===== src/rtl/bip_pkg.sv =====
// Shared definitions for the BIP I run/step controller.
//   HALT_OP, CMD_*  : default opcode/command constants
//   REPORT_LEN      : number of bytes in a status report
//   run_state_t     : controller state encoding (also exported on DBG_STATE)
package bip_pkg;

    localparam logic [4:0] HALT_OP  = 5'b00000;
    localparam logic [7:0] CMD_RUN  = 8'h72;  // 'r'
    localparam logic [7:0] CMD_STEP = 8'h73;  // 's'
    localparam logic [7:0] CMD_CLR  = 8'h63;  // 'c'

    localparam int REPORT_LEN = 6;

    typedef enum logic [2:0] {
        ST_IDLE = 3'd0,
        ST_RUN  = 3'd1,
        ST_STEP = 3'd2,
        ST_CLR  = 3'd3,
        ST_SEND = 3'd4
    } run_state_t;

endpackage


===== src/rtl/bip_report_tx.sv =====
// Status report serializer.
// Captures a 48-bit snapshot on LOAD and streams it MSB byte first over a
// valid/ready link, then pulses DONE in the cycle the last byte transfers.
//   CLK, RESET         : clock, synchronous active-high reset
//   LOAD, SNAPSHOT     : capture strobe and {PC16, ACC, CNT} snapshot
//   TX_DATA, TX_VALID  : byte offered to the UART transmitter
//   TX_READY           : transmitter accepts the offered byte
//   DONE               : combinational, high on the final byte's transfer cycle
//
// Handshake: a byte transfers on a rising edge where TX_VALID and TX_READY
// are both high. TX_VALID never drops and TX_DATA never changes before that
// edge; the following byte is offered in the very next cycle.
module bip_report_tx
    import bip_pkg::*;
(
    input  logic        CLK,
    input  logic        RESET,
    input  logic        LOAD,
    input  logic [47:0] SNAPSHOT,
    output logic [7:0]  TX_DATA,
    output logic        TX_VALID,
    input  logic        TX_READY,
    output logic        DONE
);

    localparam logic [2:0] LAST_IDX = 3'(REPORT_LEN - 1);

    logic [47:0] snap_q;
    logic [2:0]  idx_q;
    logic        active_q;
    logic        last_byte;

    assign last_byte = (idx_q == LAST_IDX);

    always_ff @(posedge CLK) begin
        if (RESET) begin
            snap_q   <= '0;
            idx_q    <= '0;
            active_q <= 1'b0;
        end else if (LOAD) begin
            snap_q   <= SNAPSHOT;
            idx_q    <= '0;
            active_q <= 1'b1;
        end else if (active_q && TX_READY) begin
            if (last_byte) begin
                active_q <= 1'b0;
                idx_q    <= '0;
            end else begin
                idx_q <= idx_q + 3'd1;
            end
        end
    end

    // Outside a report the data lines idle at zero rather than echoing
    // the previous report's first byte.
    always_comb begin
        TX_DATA = 8'h00;
        if (active_q) begin
            case (idx_q)
                3'd0:    TX_DATA = snap_q[47:40];
                3'd1:    TX_DATA = snap_q[39:32];
                3'd2:    TX_DATA = snap_q[31:24];
                3'd3:    TX_DATA = snap_q[23:16];
                3'd4:    TX_DATA = snap_q[15:8];
                3'd5:    TX_DATA = snap_q[7:0];
                default: TX_DATA = 8'h00;
            endcase
        end
    end

    assign TX_VALID = active_q;
    assign DONE     = active_q && TX_READY && last_byte;

endmodule


===== src/rtl/bip_run_controller.sv =====
// Run/step sequencer for the BIP I core.
// Decodes host command bytes, gates the CPU clock enable, stops on HALT or
// on cycle-counter saturation, and streams a 6-byte status report
// {0,PC[10:8]}, PC[7:0], ACC[15:8], ACC[7:0], CNT[15:8], CNT[7:0].
//   CLK, RESET          : clock, synchronous active-high reset
//   RX_DATA, RX_VALID   : command byte strobe from the UART receiver
//   INSTRUCTION, PC, ACC: live CPU state
//   CPU_EN              : CPU clock enable (combinational)
//   CPU_RESET           : registered one-cycle CPU/data-memory reset
//   TX_DATA/VALID/READY : report byte stream to the UART transmitter
//   BUSY                : high whenever not IDLE
//   DBG_STATE           : current controller state
module bip_run_controller
    import bip_pkg::*;
#(
    parameter logic [4:0] HALT_OP  = bip_pkg::HALT_OP,
    parameter logic [7:0] CMD_RUN  = bip_pkg::CMD_RUN,
    parameter logic [7:0] CMD_STEP = bip_pkg::CMD_STEP,
    parameter logic [7:0] CMD_CLR  = bip_pkg::CMD_CLR
) (
    input  logic        CLK,
    input  logic        RESET,
    input  logic [7:0]  RX_DATA,
    input  logic        RX_VALID,
    input  logic [15:0] INSTRUCTION,
    input  logic [10:0] PC,
    input  logic [15:0] ACC,
    output logic        CPU_EN,
    output logic        CPU_RESET,
    output logic [7:0]  TX_DATA,
    output logic        TX_VALID,
    input  logic        TX_READY,
    output logic        BUSY,
    output logic [2:0]  DBG_STATE
);

    run_state_t  state, next_state;
    logic [15:0] cnt_q;
    logic        cpu_reset_q;
    logic        step_snap_q;
    logic        snap_load;
    logic        tx_done;
    logic        is_halt;
    logic        cnt_sat;

    assign is_halt = (INSTRUCTION[15:11] == HALT_OP);
    assign cnt_sat = (cnt_q == 16'hFFFF);

    always_ff @(posedge CLK) begin
        if (RESET) begin
            state       <= ST_IDLE;
            cpu_reset_q <= 1'b0;
            step_snap_q <= 1'b0;
        end else begin
            state       <= next_state;
            cpu_reset_q <= (next_state == ST_CLR);
            // A step's effect on PC/ACC is only visible one cycle later,
            // so its snapshot is deferred to the first SEND cycle.
            step_snap_q <= (state == ST_STEP);
        end
    end

    always_comb begin
        next_state = state;
        CPU_EN     = 1'b0;
        snap_load  = 1'b0;
        case (state)
            ST_IDLE: begin
                if (RX_VALID) begin
                    if (RX_DATA == CMD_RUN)       next_state = ST_RUN;
                    else if (RX_DATA == CMD_STEP) next_state = ST_STEP;
                    else if (RX_DATA == CMD_CLR)  next_state = ST_CLR;
                end
            end
            ST_RUN: begin
                // HALT never receives an enable; a saturated counter acts
                // as a watchdog and stops the run the same way.
                if (is_halt || cnt_sat) begin
                    snap_load  = 1'b1;
                    next_state = ST_SEND;
                end else begin
                    CPU_EN = 1'b1;
                end
            end
            ST_STEP: begin
                CPU_EN     = !is_halt;
                next_state = ST_SEND;
            end
            ST_CLR: begin
                next_state = ST_IDLE;
            end
            ST_SEND: begin
                snap_load = step_snap_q;
                if (tx_done) next_state = ST_IDLE;
            end
            default: next_state = ST_IDLE;
        endcase
    end

    always_ff @(posedge CLK) begin
        if (RESET || state == ST_CLR) begin
            cnt_q <= '0;
        end else if (CPU_EN && !cnt_sat) begin
            cnt_q <= cnt_q + 16'd1;
        end
    end

    bip_report_tx u_report_tx (
        .CLK      (CLK),
        .RESET    (RESET),
        .LOAD     (snap_load),
        .SNAPSHOT ({5'b00000, PC, ACC, cnt_q}),
        .TX_DATA  (TX_DATA),
        .TX_VALID (TX_VALID),
        .TX_READY (TX_READY),
        .DONE     (tx_done)
    );

    assign CPU_RESET = cpu_reset_q;
    assign BUSY      = (state != ST_IDLE);
    assign DBG_STATE = state;

endmodule


===== config.mk =====
export PLATFORM = sky130hd
export DESIGN_NAME = bip_run_controller
export DESIGN_NICKNAME = d
export VERILOG_FILES = /design/src/rtl/bip_pkg.sv /design/src/rtl/bip_report_tx.sv /design/src/rtl/bip_run_controller.sv
export SDC_FILE = /design/constraint.sdc
export NUM_CORES = 1
export LEC_CHECK = 0
export BUFFER_PORTS_ARGS = -buffer_cell sky130_fd_sc_hd__buf_2
export CAP_MARGIN = 20
export CORE_UTILIZATION = 55
export DETAILED_ROUTE_END_ITERATION = 7
export PLACE_DENSITY = 0.82
export RECOVER_POWER = 100
export SLEW_MARGIN = 20
export SYNTH_ARGS = -nofsm -noshare
export SYNTH_HDL_FRONTEND = slang
export SYNTH_HIERARCHICAL = 1
export SYNTH_SLANG_ARGS = --single-unit

===== constraint.sdc =====
create_clock -name CLK -period 3.2 [get_ports CLK]
set_clock_uncertainty 0.15 [all_clocks]
set_input_delay 0.16 -clock CLK [delete_from_list [all_inputs] [get_ports CLK]]
set_output_delay 0.16 -clock CLK [all_outputs]
set_load 0.03 [all_outputs]

==> run_results.csv <==
group,metric,value,unit
detailed_routing,vias_per_cell,5.78,
setup_path,worstPathArrival,2550,ps
setup_path,crit_path_end_kind,"output port",
floorplanning,core,0.00596,mm²
power_and_ir_drop,vdd.ir_drop.worst,0.301,mV
setup_path,max_stage_delay,580,ps
final_layout,layoutNonFillerInstCount,530,
power_and_ir_drop,fin_total_pwr,1.79,mW
detailed_routing,routed_wl,8850,µm
detailed_routing,wl_per_cell,16.7,µm
synth,synth_top_flop_cell,"dfxtp_1",
place,hpwl,5180,µm
global_route,grt_pass1_wl,14300,µm
synth,synth.area.top_cells,"dfxtp_1 (43%), mux2i_1 (15%), nor2_1 (8.2%)",
cts,clk-insertion-delay-late,350,ps
setup_path,slowest_stage,"dfxtp_1",
timing,rsz0062_at_grt,"false",
detailed_routing,num_vias,3065,
setup_path,path_delay_family,"buffers and inverters",
final_layout,fill_cells,435,
cts,clock-root-buffer,"clkbuf_8",
place,gp_congestion,0.803,
floorplanning,die_y,80.6,µm
final_layout,utilization,71.2,%
place,portBuffers,58,
global_route,gr-total-overflow,0,
global_route,grt_max_degree,57,
setup_path,critPathRequiredTime,2890,ps
final_layout,layout.cells.most_common_list,"dfxtp_1 (73), nor2_1 (73), mux2i_1 (51)",
outcome,outcome,"finished clean",
timing,max_slew.worst_pin.slew,1090,ps
synth,seq_area_frac_synth,43.0,%
synth,syn_area_per_cell,9.31,µm²
timing,fin_tns_setup,0,ps
final_layout,register_area,0.00146,mm²
place,placed_cells,484,
synth,synth.cell_area,0.00340,mm²
timing,maxSlewViolCount,0,
setup_path,path_max_fanout,11,
detailed_routing,drt_iter0_drc,251,
floorplanning,dieArea,0.00649,mm²
cts,clkTransAtPathRegs,80,ps
setup_path,critPathBufInv,2,
timing,post-route-period-util,89.4,%
synth,synth_cell_types,50,
flow_run,maxCapViolations,0,
synth,synth-seq-cells,73,
timing,hold_viol,0,
timing,fmax,0.350,GHz
final_layout,diodes,0,
cts,cts_tree,"yes",
synth,synthArstFlopShare,0,%
power_and_ir_drop,cellLeakagePower,1.50,nW
detailed_routing,drt_pass1_iterations,5,
cts,cts_resized,0,
floorplanning,start_util,57.0,%
cts,htreeDepth,3,
cts,clock_sinks,73,
setup_path,crit_chain,"inv_1, nor2_1, ha_1, o31ai_4, a21oi_1, clkbuf_1",
cts,cts_buffer_depth,2,
timing,fin_ws,340,ps
synth,synth-edff-count,0,
cts,post_cts_buffers,0,
worst_hold_path,hold_path.class,"in2reg",
timing,period_needed,2860,ps
timing,slew_headroom,26.9,%
timing,setup_violations,0,
final_layout,drive_gt1_share,16.3,%
setup_path,startpoint_type,"flip-flop",
global_route,grt_pass1_vias,2963,
power_and_ir_drop,p_per_area,422,mW/mm²
synth,synth_top_area_share,43.0,%
cts,cts_buffers,9,
global_route,track_usage,29.4,%
cts,cts_hold_buf,31,
place,pre_cts_ws,666,ps
final_layout,multi_input_area,0.00182,mm²
final_layout,area_growth,24.8,%
detailed_routing,drtAntennaViolNets,0,
synth,syn_inst,365,
floorplanning,io_pins,70,
synth,ys_warn_count,6,
final_layout,nets,508,
synth,yosysTopAreaCell,"dfxtp_1",
floorplanning,die_w,80.6,µm
detailed_routing,drc,0,
global_route,antenna_found_initial,0,
floorplanning,rows,28,
setup_path,path_class,"reg2out",
-- flip-flops by register name (all words and copies together), names as in the netlist --
name / cells
u_report_tx/idx_q: 3
step_snap_q: 1
u_report_tx/TX_VALID: 1
cnt_q: 16
CPU_RESET: 1
DBG_STATE: 3
u_report_tx/snap_q: 48
-- path summary, 6_finish.rpt --
kind	start	to	slack, ps	depth (start not counted)
setup / recovery	u_report_tx/idx_q[1]$_SDFFE_PP0P_	TX_DATA[3]	340	6
hold / removal	RX_DATA[1]	DBG_STATE[0]$_SDFF_PP0_	70	5
setup reg to reg	cnt_q[0]$_SDFFE_PP0P_	u_report_tx/snap_q[23]$_SDFFE_PP0P_	520	9
hold reg to reg	u_report_tx/snap_q[7]$_SDFFE_PP0P_	u_report_tx/snap_q[7]$_SDFFE_PP0P_	350	2
-- kinds of logic after synthesis --
group           share of synthesized area [%]
other cells                             0.110
buf+inv                                  4.01
simple gates                             21.2
fa+ha+maj                               0.737
flops                                    43.0
xor+xnor                                 3.87
compound gates                           9.02
mux                                      18.0
-- worst reg2reg max path, stage by stage, from the launching register on --
cell and delay [ps]:
dfxtp_1 430, ha_1 200, nand3_1 230, nor4_1 370
or2_2 190, a21oi_1 100, nor2_4 130, buf_12 310
mux2i_1 360, nor2_1 80
-- area by class of cell --
| type | instances | share of cell area [%] |
|---|---|---|
| Clock inverter | 5 | 1.89 |
| Inverter | 7 | 0.620 |
| Tap cell | 75 | 2.21 |
| Sequential cell | 73 | 34.5 |
| Clock buffer | 10 | 3.25 |
| Multi-Input combinational cell | 267 | 42.9 |
| Timing Repair Buffer | 93 | 14.7 |
-- layer usage --
layer	up-vias	track usage, %	wire length [µm]
met2	113	48.7	4360
met1	1467	34.9	3750
met3	28	7.39	459
met5	-	0	0
met4	0	15.0	285
li1	1457	-	-
-- per-stage QoR --
stage | hold slack [ps] | area (µm²)
floorplan | 79.1 | 3410
global placement | 225 | 3740
detailed placement | 217 | 3740
CTS | 30.9 | 4260
global route | 95.9 | 4240
finish | 66.2 | 4240
-- where the power goes --
part | switching, mW | total (mW) | internal (mW) | leakage (nW)
combinational | 0.0338 | 0.0804 | 0.0466 | 0.809
sequential | 0.000450 | 0.908 | 0.908 | 0.588
clock | 0.344 | 0.799 | 0.454 | 0.104
-- cells in the mapped netlist, drive strengths merged (3+ instances only) --
master	number
a21oi	14
xnor2	13
nor2b	7
nand2	16
nor3	15
inv	7
nand4	6
mux2i	51
clkbuf	10
a222oi	5
or3	4
mux4	3
nor2	75
buf	12
nor4	9
nand3	6
dfxtp	73
(Power assumes the default switching activity.)
